File: src/rtl/mux4_arb.sv
// -----------------------------------------------------------------------------
// mux4_arb
//   Four-requester round-robin arbiter driving the select of a 4:1 mux.
//   Each owner keeps the grant for at most QUANTUM consecutive cycles while
//   other requesters wait. The selected data bit is captured into z on every
//   granted cycle.
//
// Parameters
//   QUANTUM  : maximum consecutive grant cycles per owner (1..15)
//
// Ports
//   clk      in   1  clock, all state updates on the rising edge
//   rst      in   1  synchronous active-high reset
//   req      in   4  level-sensitive request, one bit per requester
//   d        in   4  data bit of each requester (mux data inputs d0..d3)
//   gnt      out  4  one-hot grant (registered)
//   sel      out  2  encoded index of current/last owner (registered)
//   busy     out  1  high while a grant is active (registered)
//   z        out  1  registered copy of d[sel] captured during grant
//   z_valid  out  1  busy delayed by one cycle
// -----------------------------------------------------------------------------
module mux4_arb #(
  parameter int unsigned QUANTUM = 4
) (
  input  logic       clk,
  input  logic       rst,
  input  logic [3:0] req,
  input  logic [3:0] d,
  output logic [3:0] gnt,
  output logic [1:0] sel,
  output logic       busy,
  output logic       z,
  output logic       z_valid
);

  typedef enum logic [0:0] {
    IDLE  = 1'b0,
    GRANT = 1'b1
  } state_t;

  localparam logic [3:0] CNT_MAX = 4'(QUANTUM - 1);

  state_t     state_r, state_s;
  logic [3:0] gnt_r, gnt_s;
  logic [1:0] sel_r, sel_s;
  logic [1:0] ptr_r, ptr_s;
  logic [3:0] count_r, count_s;
  logic       busy_r;
  logic       z_r;
  logic       z_valid_r;

  logic [3:0] others_s;
  logic [2:0] pick_any_s;
  logic [2:0] pick_oth_s;

  // Round-robin search: returns {found, index} of the first set bit of mask
  // starting at 'start' and wrapping modulo 4.
  function automatic logic [2:0] rr_pick(input logic [3:0] mask,
                                         input logic [1:0] start);
    logic [1:0] idx;
    rr_pick = 3'b000;
    // Walk from the farthest offset down so the nearest hit is written last.
    for (int k = 3; k >= 0; k--) begin
      idx = start + 2'(k);
      if (mask[idx]) begin
        rr_pick = {1'b1, idx};
      end else begin
        rr_pick = rr_pick;
      end
    end
  endfunction

  // One-hot decode of a 2-bit index.
  function automatic logic [3:0] onehot(input logic [1:0] idx);
    onehot = 4'b0001 << idx;
  endfunction

  // Candidate selection for both states; the owner is masked out so that a
  // quantum switch never re-selects it.
  always_comb begin
    others_s   = req & ~onehot(sel_r);
    pick_any_s = rr_pick(req, ptr_r);
    pick_oth_s = rr_pick(others_s, ptr_r);
  end

  // Next-state logic: grant, retain, switch or release.
  always_comb begin
    state_s = state_r;
    gnt_s   = gnt_r;
    sel_s   = sel_r;
    ptr_s   = ptr_r;
    count_s = count_r;
    case (state_r)
      IDLE: begin
        if (pick_any_s[2]) begin
          state_s = GRANT;
          gnt_s   = onehot(pick_any_s[1:0]);
          sel_s   = pick_any_s[1:0];
          ptr_s   = pick_any_s[1:0] + 2'd1;
          count_s = 4'd0;
        end else begin
          state_s = IDLE;
          gnt_s   = 4'b0000;
        end
      end
      GRANT: begin
        if (!req[sel_r]) begin
          // Owner released: hand over without a bubble, or fall idle.
          if (pick_oth_s[2]) begin
            gnt_s   = onehot(pick_oth_s[1:0]);
            sel_s   = pick_oth_s[1:0];
            ptr_s   = pick_oth_s[1:0] + 2'd1;
            count_s = 4'd0;
          end else begin
            state_s = IDLE;
            gnt_s   = 4'b0000;
          end
        end else if (count_r < CNT_MAX) begin
          count_s = count_r + 4'd1;
        end else if (pick_oth_s[2]) begin
          // Quantum used up and someone else is waiting.
          gnt_s   = onehot(pick_oth_s[1:0]);
          sel_s   = pick_oth_s[1:0];
          ptr_s   = pick_oth_s[1:0] + 2'd1;
          count_s = 4'd0;
        end else begin
          // Quantum used up but nobody waiting: keep owner, restart quantum.
          count_s = 4'd0;
        end
      end
      default: begin
        state_s = IDLE;
        gnt_s   = 4'b0000;
      end
    endcase
  end

  // Arbiter state registers.
  always_ff @(posedge clk) begin
    if (rst) begin
      state_r <= IDLE;
      gnt_r   <= 4'b0000;
      sel_r   <= 2'd0;
      ptr_r   <= 2'd0;
      count_r <= 4'd0;
      busy_r  <= 1'b0;
    end else begin
      state_r <= state_s;
      gnt_r   <= gnt_s;
      sel_r   <= sel_s;
      ptr_r   <= ptr_s;
      count_r <= count_s;
      busy_r  <= (state_s == GRANT);
    end
  end

  // Data capture: z samples the muxed bit on every granted cycle.
  always_ff @(posedge clk) begin
    if (rst) begin
      z_r       <= 1'b0;
      z_valid_r <= 1'b0;
    end else begin
      z_valid_r <= busy_r;
      if (busy_r) begin
        z_r <= d[sel_r];
      end else begin
        z_r <= z_r;
      end
    end
  end

  assign gnt     = gnt_r;
  assign sel     = sel_r;
  assign busy    = busy_r;
  assign z       = z_r;
  assign z_valid = z_valid_r;

endmodule

File: config.mk
export PLATFORM = sky130hd
export DESIGN_NAME = mux4_arb
export DESIGN_NICKNAME = d
export VERILOG_FILES = /design/src/rtl/mux4_arb.sv
export SDC_FILE = /design/constraint.sdc
export NUM_CORES = 1
export LEC_CHECK = 0
export BUFFER_PORTS_ARGS = -buffer_cell sky130_fd_sc_hd__buf_4
export CAP_MARGIN = 20
export CORE_ASPECT_RATIO = 1.25
export CORE_UTILIZATION = 57
export CTS_BUF_LIST = sky130_fd_sc_hd__clkbuf_2
export DETAILED_ROUTE_END_ITERATION = 10
export PLACE_DENSITY = 0.81
export SLEW_MARGIN = 10
export SYNTH_ARGS = -nofsm -noshare
export SYNTH_HDL_FRONTEND = slang
export SYNTH_SLANG_ARGS = --single-unit
File: constraint.sdc
create_clock -name clk -period 2.4 [get_ports clk]
set_input_delay 0.24 -clock clk [delete_from_list [all_inputs] [get_ports clk]]
set_output_delay 0.24 -clock clk [all_outputs]
set_load 0.03 [all_outputs]
# Word-level counts from Yosys, hierarchy flattened
# Index checks and enable logic that the tools add are counted.
word_totals:
  register_bits: 15
  latchBits: 0
  ram_bits: 0
  mem_bits_ro: 0
  in_bits: 10
  output_inout_bits: 9
  elab_cells: 85
  mem_count: 0
classes:
  addsub: 6
  n_mul: 0
  div_mod_pow: 0
  magnitude_cmp: 6
  n_eq_ne: 4
  shifts: 3
  mux: 53
  n_bitwise: 3
  reduce_logical: 3
op_table:
  columns: ["cell", "n"]
  rows:
  - ["$mux 4", 9]
  - ["$mux 3", 8]
  - ["$bmux 1 s2", 10]
  - ["$mux 2", 8]
  - ["$pmux 4 s2", 2]
  - ["$lt 2x3->1 const B", 5]
  - ["$mux 1", 13]
  - ["$shl 1x2->4 const A", 3]
  - ["$pmux 2 s2", 2]
  - ["$add 2x1->2 const B", 3]
  - ["$ne 3x3->1 const B", 2]
  - ["$reduce_and 2->1", 3]
  - ["$add 2x2->2 const B", 2]
  - ["$add 4x1->4 const B", 1]
  - ["$and 4x4->4", 1]
  - ["$lt 4x2->1 const B", 1]
  - ["$not 4->4", 1]
  - ["$ne 3x1->1 const B", 1]
  - ["$ne 2x2->1 const B", 1]
  - ["$pmux 1 s2", 1]
  - ["$not 1->1", 1]

# Longest topological paths before layout
# Gate-level depths: netlist of the first run.
logic_depth:
  depth_word: 14
  depth_mapped: 9
  ltp_nobuf: 7

# Worst setup path after synthesis of the first run
# Ideal clock, no wire load.
synth_path:
  kind: "flip-flop to flip-flop"
  startpoint: "register sel_r[0], in the netlist sel[0]"
  endpoint: "register sel_r[0], in the netlist sel[0]"
  setup_time_ns: 0.115
  arrival_time_ns: 1.983
  required_time_ns: 2.285
  path_slack_ns: 0.302
  path_stages_with_launch: 7
  path_buffers: 1
  synth_period_minus_slack_ns: 2.098
  cell_sequence: "dfxtp_1 > buf_6 > mux4_2 > a21oi_1 > a22oi_2 > or3_1 > and2_1"
synth_between:
  elab_chain_cells: 13
synth_lines:
  columns: ["item", "line_no", "source"]
  rows:
  - ["from (decl)", "45", "logic [1:0] sel_r, sel_s;"]
  - ["from (signal assigned)", "150", "sel_r <= sel_s;"]
  - ["$shl 1x2->4", "75", "onehot = 4'b0001 << idx;"]
  - ["$not 4->4", "81", "others_s = req & ~onehot(sel_r);"]
  - ["$and 4x4->4", "81", null]
  - ["$bmux 1 s2", "65", "if (mask[idx]) begin"]
  - ["$mux 1 (implied by the code)", "65", null]
  - ["$mux 3 (4 in series)", "65", null]
  - ["$mux 2", "109, 120", null]
  - ["$mux 2", "118", "end else if (count_r < CNT_MAX) begin"]
  - ["$mux 2", "107", "if (!req[sel_r]) begin"]
  - ["$pmux 2 s2", "93", "case (state_r)"]
# Parallel ways exist; a longest one is shown, timed or not. The select of a mux whose other input is x is not followed.
# A chain may end at the register's enable or synchronous reset.

# Final worst setup path of the first run
layout_path:
  startpoint: "register ptr_r[0]"
  endpoint: "register ptr_r[1]"
layout_between:
  elab_chain_cells: 12
layout_lines:
  columns: ["item", "line_no", "source"]
  rows:
  - ["from (decl)", "46", "logic [1:0] ptr_r, ptr_s;"]
  - ["from (signal assigned)", "151", "ptr_r <= ptr_s;"]
  - ["$add 2x2->2", "64", "idx = start + 2'(k);"]
  - ["$bmux 1 s2", "65", null]
  - ["$mux 1 (implied by the code)", "65", null]
  - ["$mux 3 (4 in series)", "65", null]
  - ["$add 2x1->2", "112, 124", null]
  - ["$mux 2", "109, 120", null]
  - ["$mux 2", "118", null]
  - ["$mux 2", "107", null]
  - ["$pmux 2 s2", "93", null]
# Parallel ways exist; a longest one is shown, timed or not. The select of a mux whose other input is x is not followed.

==> results of run 1 <==
[cells in the mapped netlist (all sizes together) (2+ instances only)]
master | number | area (µm²)
a21o | 4 | 37.53
nand2 | 9 | 33.78
and2 | 4 | 25.02
dfxtp | 15 | 300.3
nand2b | 7 | 43.79
a311oi | 2 | 23.77
a21oi | 9 | 48.80
buf | 8 | 56.30
inv | 5 | 18.76
o21ai | 3 | 18.77
clkbuf | 2 | 7.510
xor2 | 2 | 25.03
a211oi | 5 | 42.54
nor2 | 18 | 67.56
nor3 | 3 | 15.01
a22oi | 4 | 35.03
o211ai | 2 | 15.01
mux4 | 2 | 48.80
mux2i | 2 | 20.02
or3 | 3 | 18.77
[cell type report]
cell class,count,area [µm²]
clock buffer,4,20.02
tap,19,23.77
fill,153,569.3
multi-input combinational,99,698.2
sequential,15,300.3
timing repair buffer,18,135.1
inverter,5,18.77
[through the flow]
stage | util | instances
finish | 0.6775 | 160
global route | 0.6775 | 160
CTS | 0.6775 | 160
detailed placement | 0.6662 | 156
global placement | 0.6662 | 156
floorplan | - | 129
[per-layer routing]
| metal | share of wire | wire [µm] |
|---|---|---|
| met3 | 0.041 | 98 |
| met1 | 0.44 | 1034 |
| met5 | 0 | 0 |
| met2 | 0.51 | 1205 |
| met4 | 0.011 | 26 |
[cells by family after synthesis]
kind of cell             Yosys count  share of synthesized area
flip-flops                        15                     0.2778
AO/OA/AOI/OAI                     41                     0.3102
multiplexers                       5                    0.07408
buffers and inverters             15                    0.07638
AND/OR/NAND/NOR                   50                     0.2268
XOR/XNOR                           2                    0.02315
adder cells (fa/ha/maj)            1                    0.01157
[worst max-delay path by stage]
stage	to	slack (ns)	cells past startpoint
6_report	ptr_r[1]$_SDFFE_PP0P_	0.18	7
5_1_grt	ptr_r[1]$_SDFFE_PP0P_	0.02	7
4_1_cts	sel[0]$_SDFFE_PP0P_	0.20	7
3_5_place_dp	sel[0]$_SDFFE_PP0P_	0.22	7
3_3_place_gp	sel[0]$_SDFFE_PP0P_	0.29	7
2_1_floorplan	sel[0]$_SDFFE_PP0P_	0.30	6
[power breakdown]
| part | total, µW | internal, µW | leakage (µW) | switching, µW |
|---|---|---|---|---|
| Sequential | 347 | 282 | 0.000124 | 65.3 |
| Clock | 122 | 44.2 | 0.0000166 | 78.0 |
| Combinational | 402 | 180 | 0.000361 | 222 |
| Total | 872 | 506 | 0.000501 | 365 |
[state kept, by name (all words and copies together), names as in the netlist]
signal   cells
busy         1
sel          2
z            1
ptr_r        2
count_r      4
z_valid      1
gnt          4
==> results.md, run 1 <==
- Clk root buf: clkbuf_2
- Status: completed
- Syn_area_per_cell: 8.380 µm²
- Worst path required time: 2.58 ns
- Most frequent cells in the layout: nor2_1 (18), buf_4 (18), dfxtp_1 (15)
- Worst setup path category: register to register
- Post-route ant nets: 0
- Final critical-path share of the clock period: 0.9239
- WHS: 0.2116 ns
- YS warnings: 0
- Syn Nets: 140
- CP Capture Type: register
- Initial DRT Pass Iterations: 4
- Drt wl/cell: 14.78 µm
- CP arrival: 2.40 ns
- Hold Crit Class: input port to register
- Worst rel slew slack: 0.5424
- Number of hold buffers added after CTS: 0
- Crit. Startpoint: ptr_r[0]$_SDFFE_PP0P_
- Worst slew pin tran: 0.6801 ns
- WL final: 2364 µm
- Largest fanout on the critical path: 15
- Share of layout cells above drive strength 1: 0.2411
- Cells after synthesis: 129
- Worst Hold Launch: rst
- DP Area: 1176 µm²
- Pins Over Slew Limit: 0
- Mean number of vias per cell: 6.250
- Final Hold Fails: 0
- CTS Buffer Depth: 2
- Num rows: 17
- Overflow after GRT: 0
- Clock latency at the later pin of the worst-skew pair: 0.28 ns
- CTS tree: yes
- Chip height: 50.69 µm
- Inserted Clock Buffers: 3
- Crit-path leading delay family: compound AO/OA/AOI/OAI gates
- Sequential area share after synthesis: 0.2778
- Buf/Inv on CP: 0
- Post-synth top flop: dfxtp_1
- GR Util met1: 0.3343
- Die footprint: 2076 µm²
- CP Cell Sequence: nand2b_1 > a21oi_1 > a211oi_1 > xor2_1 > nor2_1 > a221oi_1 > o22ai_1
- Final WS setup: 0.1827 ns
- Pwr per Cell Area: 728.7 nW/µm²
- Crit Reg-Reg Endpoint: ptr_r[1]$_SDFFE_PP0P_
- Die width: 40.95 µm
- Grt peak-use layer: met2
- Vias in the first global route: 871
- Hold path depth: 2
- Clock Skews: 0.005293 ns
- Antenna diodes: 0
- First-pass GRT wire length: 3712 µm
- R2R setup slack: 0.18 ns
- Area Overhead vs Synth: 10.65%
- Total power: 871.7 µW
- # setup viols final: 0
- Clock transition at path regs: 0.14 ns
- I/O Buffers: 18
- R2R depth: 7
- Hold Path Sink: gnt[3]$_SDFFE_PP0P_
- Type of origin of the critical path: register
- GRT met2 Usage: 0.3932
- I/O pins: 19
- All-Layer GR Usage: 0.2487
- Via count: 1000
- DRC: 0
- Core area: 1765 µm²
- CP peak stage delay: 0.70 ns
- Post-synth EDFFs: 0
- Final Wtd Congestion: 0.8747
- Largest net degree at the start of global routing: 16
- RSZ-0062 raised after global routing: false
- Ys async rst share: 0
- Min Clock Period, post-route: 2.217 ns
- Post-synth cell types: 51
- FMAX: 0.4510 GHz
- DPL Wire Length: 1760 µm
- Placement Setup Slack: 0.2197 ns
- Fin Setup TNS: 0 ns
- Final instance area: 1196 µm²
- Static Leak: 0.0005013 µW
- CTS Sinks: 15
- Nets: 153
- Worst r2r src: ptr_r[0]$_SDFFE_PP0P_
- Synthesized area: 1081 µm²
- H-Tree Depth: 1
- Routing usage on met3: 0.03097
- Max-cap violations: 0
- CP max stage cell: dfxtp_1
- Post-CTS Setup Repair Bufs: 0
- Yosys reg bits: 15
- Max VDD drop: 0.0004905 V
- Post-CTS Resized: 0
- DR iter-0 viols: 32
- Initial Utilization: 0.6123
- Antenna violations before repair: 0
Note: power is estimated with default switching activity, not from simulation.
==> run 2, diff against run 1 <==
- CORE_UTILIZATION: 57 -> 60
- PLACE_DENSITY: 0.81 -> 0.85
- clock period: 2.4 -> 2.9 ns (I/O delays scaled with it)
==> results.md, run 2 (synthesis gave the netlist of run 1 again) <==
- Via count: 1030 (+3.0%)
- Antenna diodes: 0 (unchanged)
- Static Leak: 0.0005010 µW (about the same)
- Worst path required time: 3.10 ns (+0.52 ns)
- R2R depth: 7 (unchanged)
- First-pass GRT wire length: 4002 µm (+7.8%)
- Most frequent cells in the layout: nor2_1 (18), buf_4 (18), dfxtp_1 (15)
- Final Util: 0.7369 (+0.05935)
- Drt wl/cell: 15.31 µm (+3.6%)
- DPL Wire Length: 1817 µm (+3.2%)
- Overflow after GRT: 0 (unchanged)
- R2R setup slack: 0.65 ns (+0.46 ns)
- Die footprint: 1976 µm² (-4.8%)
- CP Cell Sequence: or2b_1 > nand3_1 > o2111ai_2 > a21oi_2 > a311oi_2 > or3_1 > and2_1
- Post-CTS Resized: 0 (unchanged)
- Final Hold Fails: 0 (unchanged)
- CTS Sinks: 15 (unchanged)
- Final Wtd Congestion: 0.9043 (+3.4%)
- Final instance area: 1195 µm² (-0.10%)
- Inserted Clock Buffers: 3 (unchanged)
- RSZ-0062 raised after global routing: false
- CTS Buffer Depth: 2 (unchanged)
- Buf/Inv on CP: 0 (unchanged)
- Vias in the first global route: 969 (+11%)
- Post-route ant nets: 0 (unchanged)
- Pwr per Cell Area: 605.1 nW/µm² (-17%)
- Antenna violations before repair: 0 (unchanged)
- Clock transition at path regs: 0.14 ns (about the same)
- Status: completed
- Type of origin of the critical path: register
- CP peak stage delay: 0.68 ns (-0.02 ns)
- Crit-path leading delay family: simple AND/OR/NAND/NOR gates
- Initial DRT Pass Iterations: 4 (unchanged)
- Num rows: 16 (-1)
- CP arrival: 2.46 ns (+0.06 ns)
- Uppermost layer routed: met4
- Number of hold buffers added after CTS: 0 (unchanged)
- All-Layer GR Usage: 0.2794 (+0.03072)
- Nets: 153 (unchanged)
- Core area: 1622 µm² (-8.1%)
- Share of layout cells above drive strength 1: 0.2411 (unchanged)
- I/O Buffers: 18 (unchanged)
- Worst rel slew slack: 0.5736 (+0.03123)
- CP max stage cell: dfxtp_1
- WL final: 2434 µm (+3.0%)
- Fin Setup TNS: 0 ns (unchanged)
- Hold path depth: 2 (unchanged)
- Die width: 39.97 µm (-2.4%)
- Worst Hold Launch: rst
- Pins Over Slew Limit: 0 (unchanged)
- Crit Reg-Reg Endpoint: sel[0]$_SDFFE_PP0P_
- CP Capture Type: register
- Min Clock Period, post-route: 2.253 ns (+0.03575 ns)
- H-Tree Depth: 1 (unchanged)
- Wire length on met3: 96 µm (-2.0%)
- Post-CTS Setup Repair Bufs: 0 (unchanged)
- FMAX: 0.4439 GHz (-1.6%)
- Final critical-path share of the clock period: 0.7769 (-0.1470)
- Chip height: 49.46 µm (-2.4%)
- Clk root buf: clkbuf_2
- DR iter-0 viols: 59 (+84%)
- Clock latency at the later pin of the worst-skew pair: 0.29 ns (about the same)
- CTS tree: yes
- Met2 Wirelength: 1251 µm (+3.8%)
- Max VDD drop: 0.0003883 V (-21%)
- # setup viols final: 0 (unchanged)
- Initial Utilization: 0.6667 (+0.05434)
- Max-cap violations: 0 (unchanged)
- Largest fanout on the critical path: 13 (-2)
- DRC: 0 (unchanged)
- I/O pins: 19 (unchanged)
- Worst r2r src: sel[0]$_SDFFE_PP0P_
- DP Area: 1175 µm² (-0.11%)
- Hold Crit Class: input port to register
- Area Overhead vs Synth: 10.53%
- Largest net degree at the start of global routing: 16 (unchanged)
- Worst slew pin tran: 0.6337 ns (-0.04642 ns)
- M1 wire length: 1018 µm (-1.5%)
- Mean number of vias per cell: 6.478 (+3.6%)
- Hold Path Sink: ptr_r[0]$_SDFFE_PP0P_
- Clock Skews: 0.006161 ns (+0.0008680 ns)
- Worst setup path category: register to register
==> run 2: final cells by class <==
cell class                      count  area, µm²
Fill cell                         125      426.7
Tap cell                           18      22.52
Inverter                            5      18.77
Clock inverter                      1      5.005
Sequential cell                    15      300.3
Clock buffer                        3      15.01
Multi-Input combinational cell     99      698.2
Timing Repair Buffer               18      135.1
==> run 2: metrics by stage <==
step	setup WS, ns	std cells	power (µW)	hold WS [ns]
finish	0.6470	159	723.0	0.2615
detailed placement	0.6763	155	623.7	0.4819
global route	0.5418	159	763.7	0.2706
global placement	0.7978	155	609.3	0.4620
CTS	0.6580	159	722.1	0.2573
floorplan	0.8017	129	549.8	0.3621
==> run 2: worst max-delay path by stage <==
stage / startpoint / endpoint / cells past startpoint
after global placement: sel[0]$_SDFFE_PP0P_ / sel[0]$_SDFFE_PP0P_ / 7
final: sel[0]$_SDFFE_PP0P_ / sel[0]$_SDFFE_PP0P_ / 7
after CTS: sel[0]$_SDFFE_PP0P_ / sel[0]$_SDFFE_PP0P_ / 7
after floorplan: sel[0]$_SDFFE_PP0P_ / sel[0]$_SDFFE_PP0P_ / 6
after global routing: sel[0]$_SDFFE_PP0P_ / sel[1]$_SDFFE_PP0P_ / 7
after detailed placement: sel[0]$_SDFFE_PP0P_ / sel[0]$_SDFFE_PP0P_ / 7
==> run 2: worst reg2reg max path, cell delays in order (launching register included) <==
cell	delay (ns)
dfxtp_1	0.68
or2b_1	0.33
nand3_1	0.11
o2111ai_2	0.17
a21oi_2	0.21
a311oi_2	0.08
or3_1	0.43
and2_1	0.15
==> run 2: routing by layer <==
metal,GRT usage,vias up
met2,0.4651,42
met5,0,-
met3,0.01802,11
li1,-,494
met1,0.3509,483
met4,0.1207,0
==> run 2: where the power goes <==
part	total [µW]	switching, µW	internal [µW]
Sequential	286	52.9	233
Clock	98.0	66.9	31.2
Combinational	339	189	149
==> run 3, diff against run 2 <==
- ABC_AREA: not set -> 1
- CORE_UTILIZATION: 60 -> 57
- PLACE_DENSITY: 0.85 -> 0.81
- clock period: 2.9 -> 2.3 ns (I/O delays scaled with it)
==> results.md, run 3 <==
- Status: completed
- Syn_area_per_cell: 6.099 µm² (-27%)
- Overflow after GRT: 0 (unchanged)
- Placement Setup Slack: 0.4804 ns (-0.1959 ns)
- CP max stage cell: dfxtp_1
- Clock Skews: 0.0009830 ns (-0.005178 ns)
- WHS: 0.1440 ns (-0.1175 ns)
- Combinational power share: 0.692 (+0.224)
- Type of origin of the critical path: register
- CP peak stage delay: 0.49 ns (-0.19 ns)
- CP endpoint: ptr_r[1]$_SDFFE_PP0P_
- Post-Synth Simple-Gate Area: 0.4787 (+0.2518)
- Chip height: 51.47 µm (+4.1%)
- Adder-cell area share of the yosys netlist: 0.01121 (-0.0003633)
- Crit. Startpoint: sel[0]$_SDFFE_PP0P_
- Commonest non-fill, non-tap cell in the layout: nand2_1
- DPL Wire Length: 2085 µm (+15%)
- Final WS setup: 0.4377 ns (-0.2093 ns)
- CP arrival: 2.10 ns (-0.36 ns)
- Post-CTS Setup Repair Bufs: 0 (unchanged)
- Synth Area in XOR/XNOR: 0.01457 (-0.008574)
- Nets: 215 (+41%)
- DR iter-0 viols: 34 (-42%)
- DP Area: 1262 µm² (+7.5%)
- Core area: 1808 µm² (+11%)
- Die footprint: 2140 µm² (+8.3%)
- Hold Crit Class: input port to register
- Initial Utilization: 0.6173 (-0.04937)
- Worst path required time: 2.54 ns (-0.56 ns)
- Area Overhead vs Synth: 14.91%
- Max-cap violations: 0 (unchanged)
- Share of layout cells above drive strength 1: 0.2562 (+0.01502)
- Synthesized area: 1116 µm² (+3.2%)
- Clk pwr share: 0.071 (-0.065)
- Inserted Clock Buffers: 3 (unchanged)
- Static Leak: 0.0006897 µW (+38%)
- Min Clock Period, post-route: 1.862 ns (-0.3907 ns)
- Post-synth top flop: dfxtp_1
- CTS tree: yes
- Num rows: 17 (+1)
- H-Tree Depth: 1 (unchanged)
- CP dominant cell by count: nand2_1
- Largest fanout on the critical path: 7 (-6)
- Fin Setup TNS: 0 ns (unchanged)
- Worst setup path category: register to register
- Sequential area share after synthesis: 0.2691 (-0.008719)
- Post-synth EDFFs: 0 (unchanged)
- R2R setup slack: 0.44 ns (-0.21 ns)
- Crit-path leading delay family: simple AND/OR/NAND/NOR gates
- FMAX: 0.5370 GHz (+21%)
- Crit Reg-Reg Endpoint: ptr_r[1]$_SDFFE_PP0P_
- Pwr per Cell Area: 1375 nW/µm² (+130%)
- Switching fraction of total power: 0.5477 (+0.1201)
- Most common cell in the netlist: nand2_1
- Antenna diodes: 0 (unchanged)
- Post-route ant nets: 0 (unchanged)
- Pins Over Slew Limit: 0 (unchanged)
- I/O Buffers: 18 (unchanged)
- Max VDD drop: 0.0008761 V (+130%)
- Syn Nets: 194 (+39%)
- # setup viols final: 0 (unchanged)
- Fill count: 168 (+34%)
- R2R depth: 12 (+5)
- Synth Area in Compound Gates: 0.1312 (-0.1790)
- Number of hold buffers added after CTS: 0 (unchanged)
- Clk root buf: clkbuf_2
- Post-synthesis mux area share: 0 (-0.07407)
- Mean number of vias per cell: 5.338 (-18%)
- Drt wl/cell: 11.95 µm (-22%)
- Largest family of logic cells by synthesized area: simple AND/OR/NAND/NOR gates
- WL final: 2652 µm (+9.0%)
- Final Hold Fails: 0 (unchanged)
- Buf/Inv on CP: 3 (+3)
- Sequential Power Share: 0.237 (-0.159)
- Ys async rst share: 0 (unchanged)
- YS warnings: 0 (unchanged)
- Yosys top cell area share: 0.2691 (-0.008719)
- Via count: 1185 (+15%)
- Final critical-path share of the clock period: 0.8097 (+0.03280)
- Sw Pwr: 965.5 µW (+210%)
- Most frequent cells in the layout: nand2_1 (68), buf_4 (19), inv_1 (17)
- CP Capture Type: register
- Area leader, netlist: dfxtp_1
- DRC: 0 (unchanged)
- CP Cell Sequence: inv_2 > nand2_1 > o22ai_1 > nor3_2 > inv_1 > nor2_1 > nand2_1 > nand2_2 > nand2_1 > nand3_2 > nand2_1 > inv_1
- Worst slew pin tran: 0.3135 ns (-0.3203 ns)
- All-Layer GR Usage: 0.2689 (-0.01055)
- Worst r2r src: sel[0]$_SDFFE_PP0P_
- Synth top cells by count: nand2_1 (68), inv_1 (17), dfxtp_1 (15)
- Final instance area: 1282 µm² (+7.3%)
- Largest net degree at the start of global routing: 10 (-6)
- Yosys reg bits: 15 (unchanged)
- I/O pins: 19 (unchanged)
- Post-CTS Resized: 0 (unchanged)
- Antenna violations before repair: 0 (unchanged)
- First-pass GRT wire length: 4505 µm (+13%)
- P_int: 797.3 µW (+93%)
- Vias in the first global route: 1143 (+18%)
- Area contributors post-synth: dfxtp_1 (27%), nand2_1 (23%), nand3_1 (6.3%), inv_1 (5.7%), nand3_2 (5.4%)
- Post-synth cell types: 26 (-49%)
- Clock latency at the later pin of the worst-skew pair: 0.28 ns (about the same)
- CTS Buffer Depth: 2 (unchanged)
- Final Wtd Congestion: 0.9498 (+5.0%)
- Die width: 41.58 µm (+4.0%)
- Clock transition at path regs: 0.13 ns (about the same)
- Cells after synthesis: 183 (+42%)
- Levels on crit path: 12 (+5)
- CTS Sinks: 15 (unchanged)
- Worst rel slew slack: 0.7907 (+0.2171)
- RSZ-0062 raised after global routing: false
- Initial DRT Pass Iterations: 4 (unchanged)
run 3: changes by cell type in the layout (fill, tap and decap cells not counted), sizes merged, moves of 5 or more:
cell	change
a211oi	-5
inv	+17
nand2	+67
nand2b	-7
nand3	+19
o21ai	+8
run 3: worst min path at each step:
stage / startpoint / endpoint / slack, ns / cells after the start
after floorplan: rst / count_r[1]$_SDFFE_PP0P_ / 0.30 / 1
after global placement: count_r[3]$_SDFFE_PP0P_ / count_r[3]$_SDFFE_PP0P_ / 0.43 / 2
after detailed placement: count_r[3]$_SDFFE_PP0P_ / count_r[3]$_SDFFE_PP0P_ / 0.43 / 2
after CTS: rst / count_r[1]$_SDFFE_PP0P_ / 0.14 / 2
after global routing: rst / sel[0]$_SDFFE_PP0P_ / 0.14 / 2
final: rst / count_r[1]$_SDFFE_PP0P_ / 0.14 / 2
run 3: final cells by class:
class | instances | area (µm²) | share of cell area
Multi-Input combinational cell | 142 | 709.4 | 0.5532
Sequential cell | 15 | 300.3 | 0.2341
Timing Repair Buffer | 19 | 142.6 | 0.1112
Inverter | 23 | 86.33 | 0.06732
Tap cell | 19 | 23.77 | 0.01854
Clock buffer | 4 | 20.02 | 0.01561
run 3: stage by stage:
step,cells,utilization,total power [µW]
global placement,218,0.6983,1596
CTS,222,0.7093,1756
global route,222,0.7093,1932
floorplan,183,-,1360
finish,222,0.7093,1763
detailed placement,218,0.6983,1624
run 3: power groups by stage:
stage          Clock (µW)  Sequential [µW]  Combinational, µW
2_1_floorplan           0              496                863
3_3_place_gp            0              420               1180
3_5_place_dp            0              424               1200
4_1_cts               128              418               1210
5_1_grt               137              430               1360
6_report              126              418               1220
run 3: cell families (layout without fill, tap and decap cells):
group | after synthesis | after routing
AO/OA/AOI/OAI | 25 | 25
AND/OR/NAND/NOR | 115 | 115
flip-flops | 15 | 15
adder cells (fa/ha/maj) | 1 | 1
XOR/XNOR | 1 | 1
buffers and inverters | 26 | 46
run 3: layer usage:
| metal | track usage | vias to the layer above | wire length, µm |
|---|---|---|---|
| met5 | 0 | - | 0 |
| met4 | 0.1290 | 0 | 62 |
| met3 | 0.01767 | 10 | 84 |
| met2 | 0.5078 | 37 | 1374 |
| met1 | 0.3009 | 516 | 1130 |
| li1 | - | 622 | - |
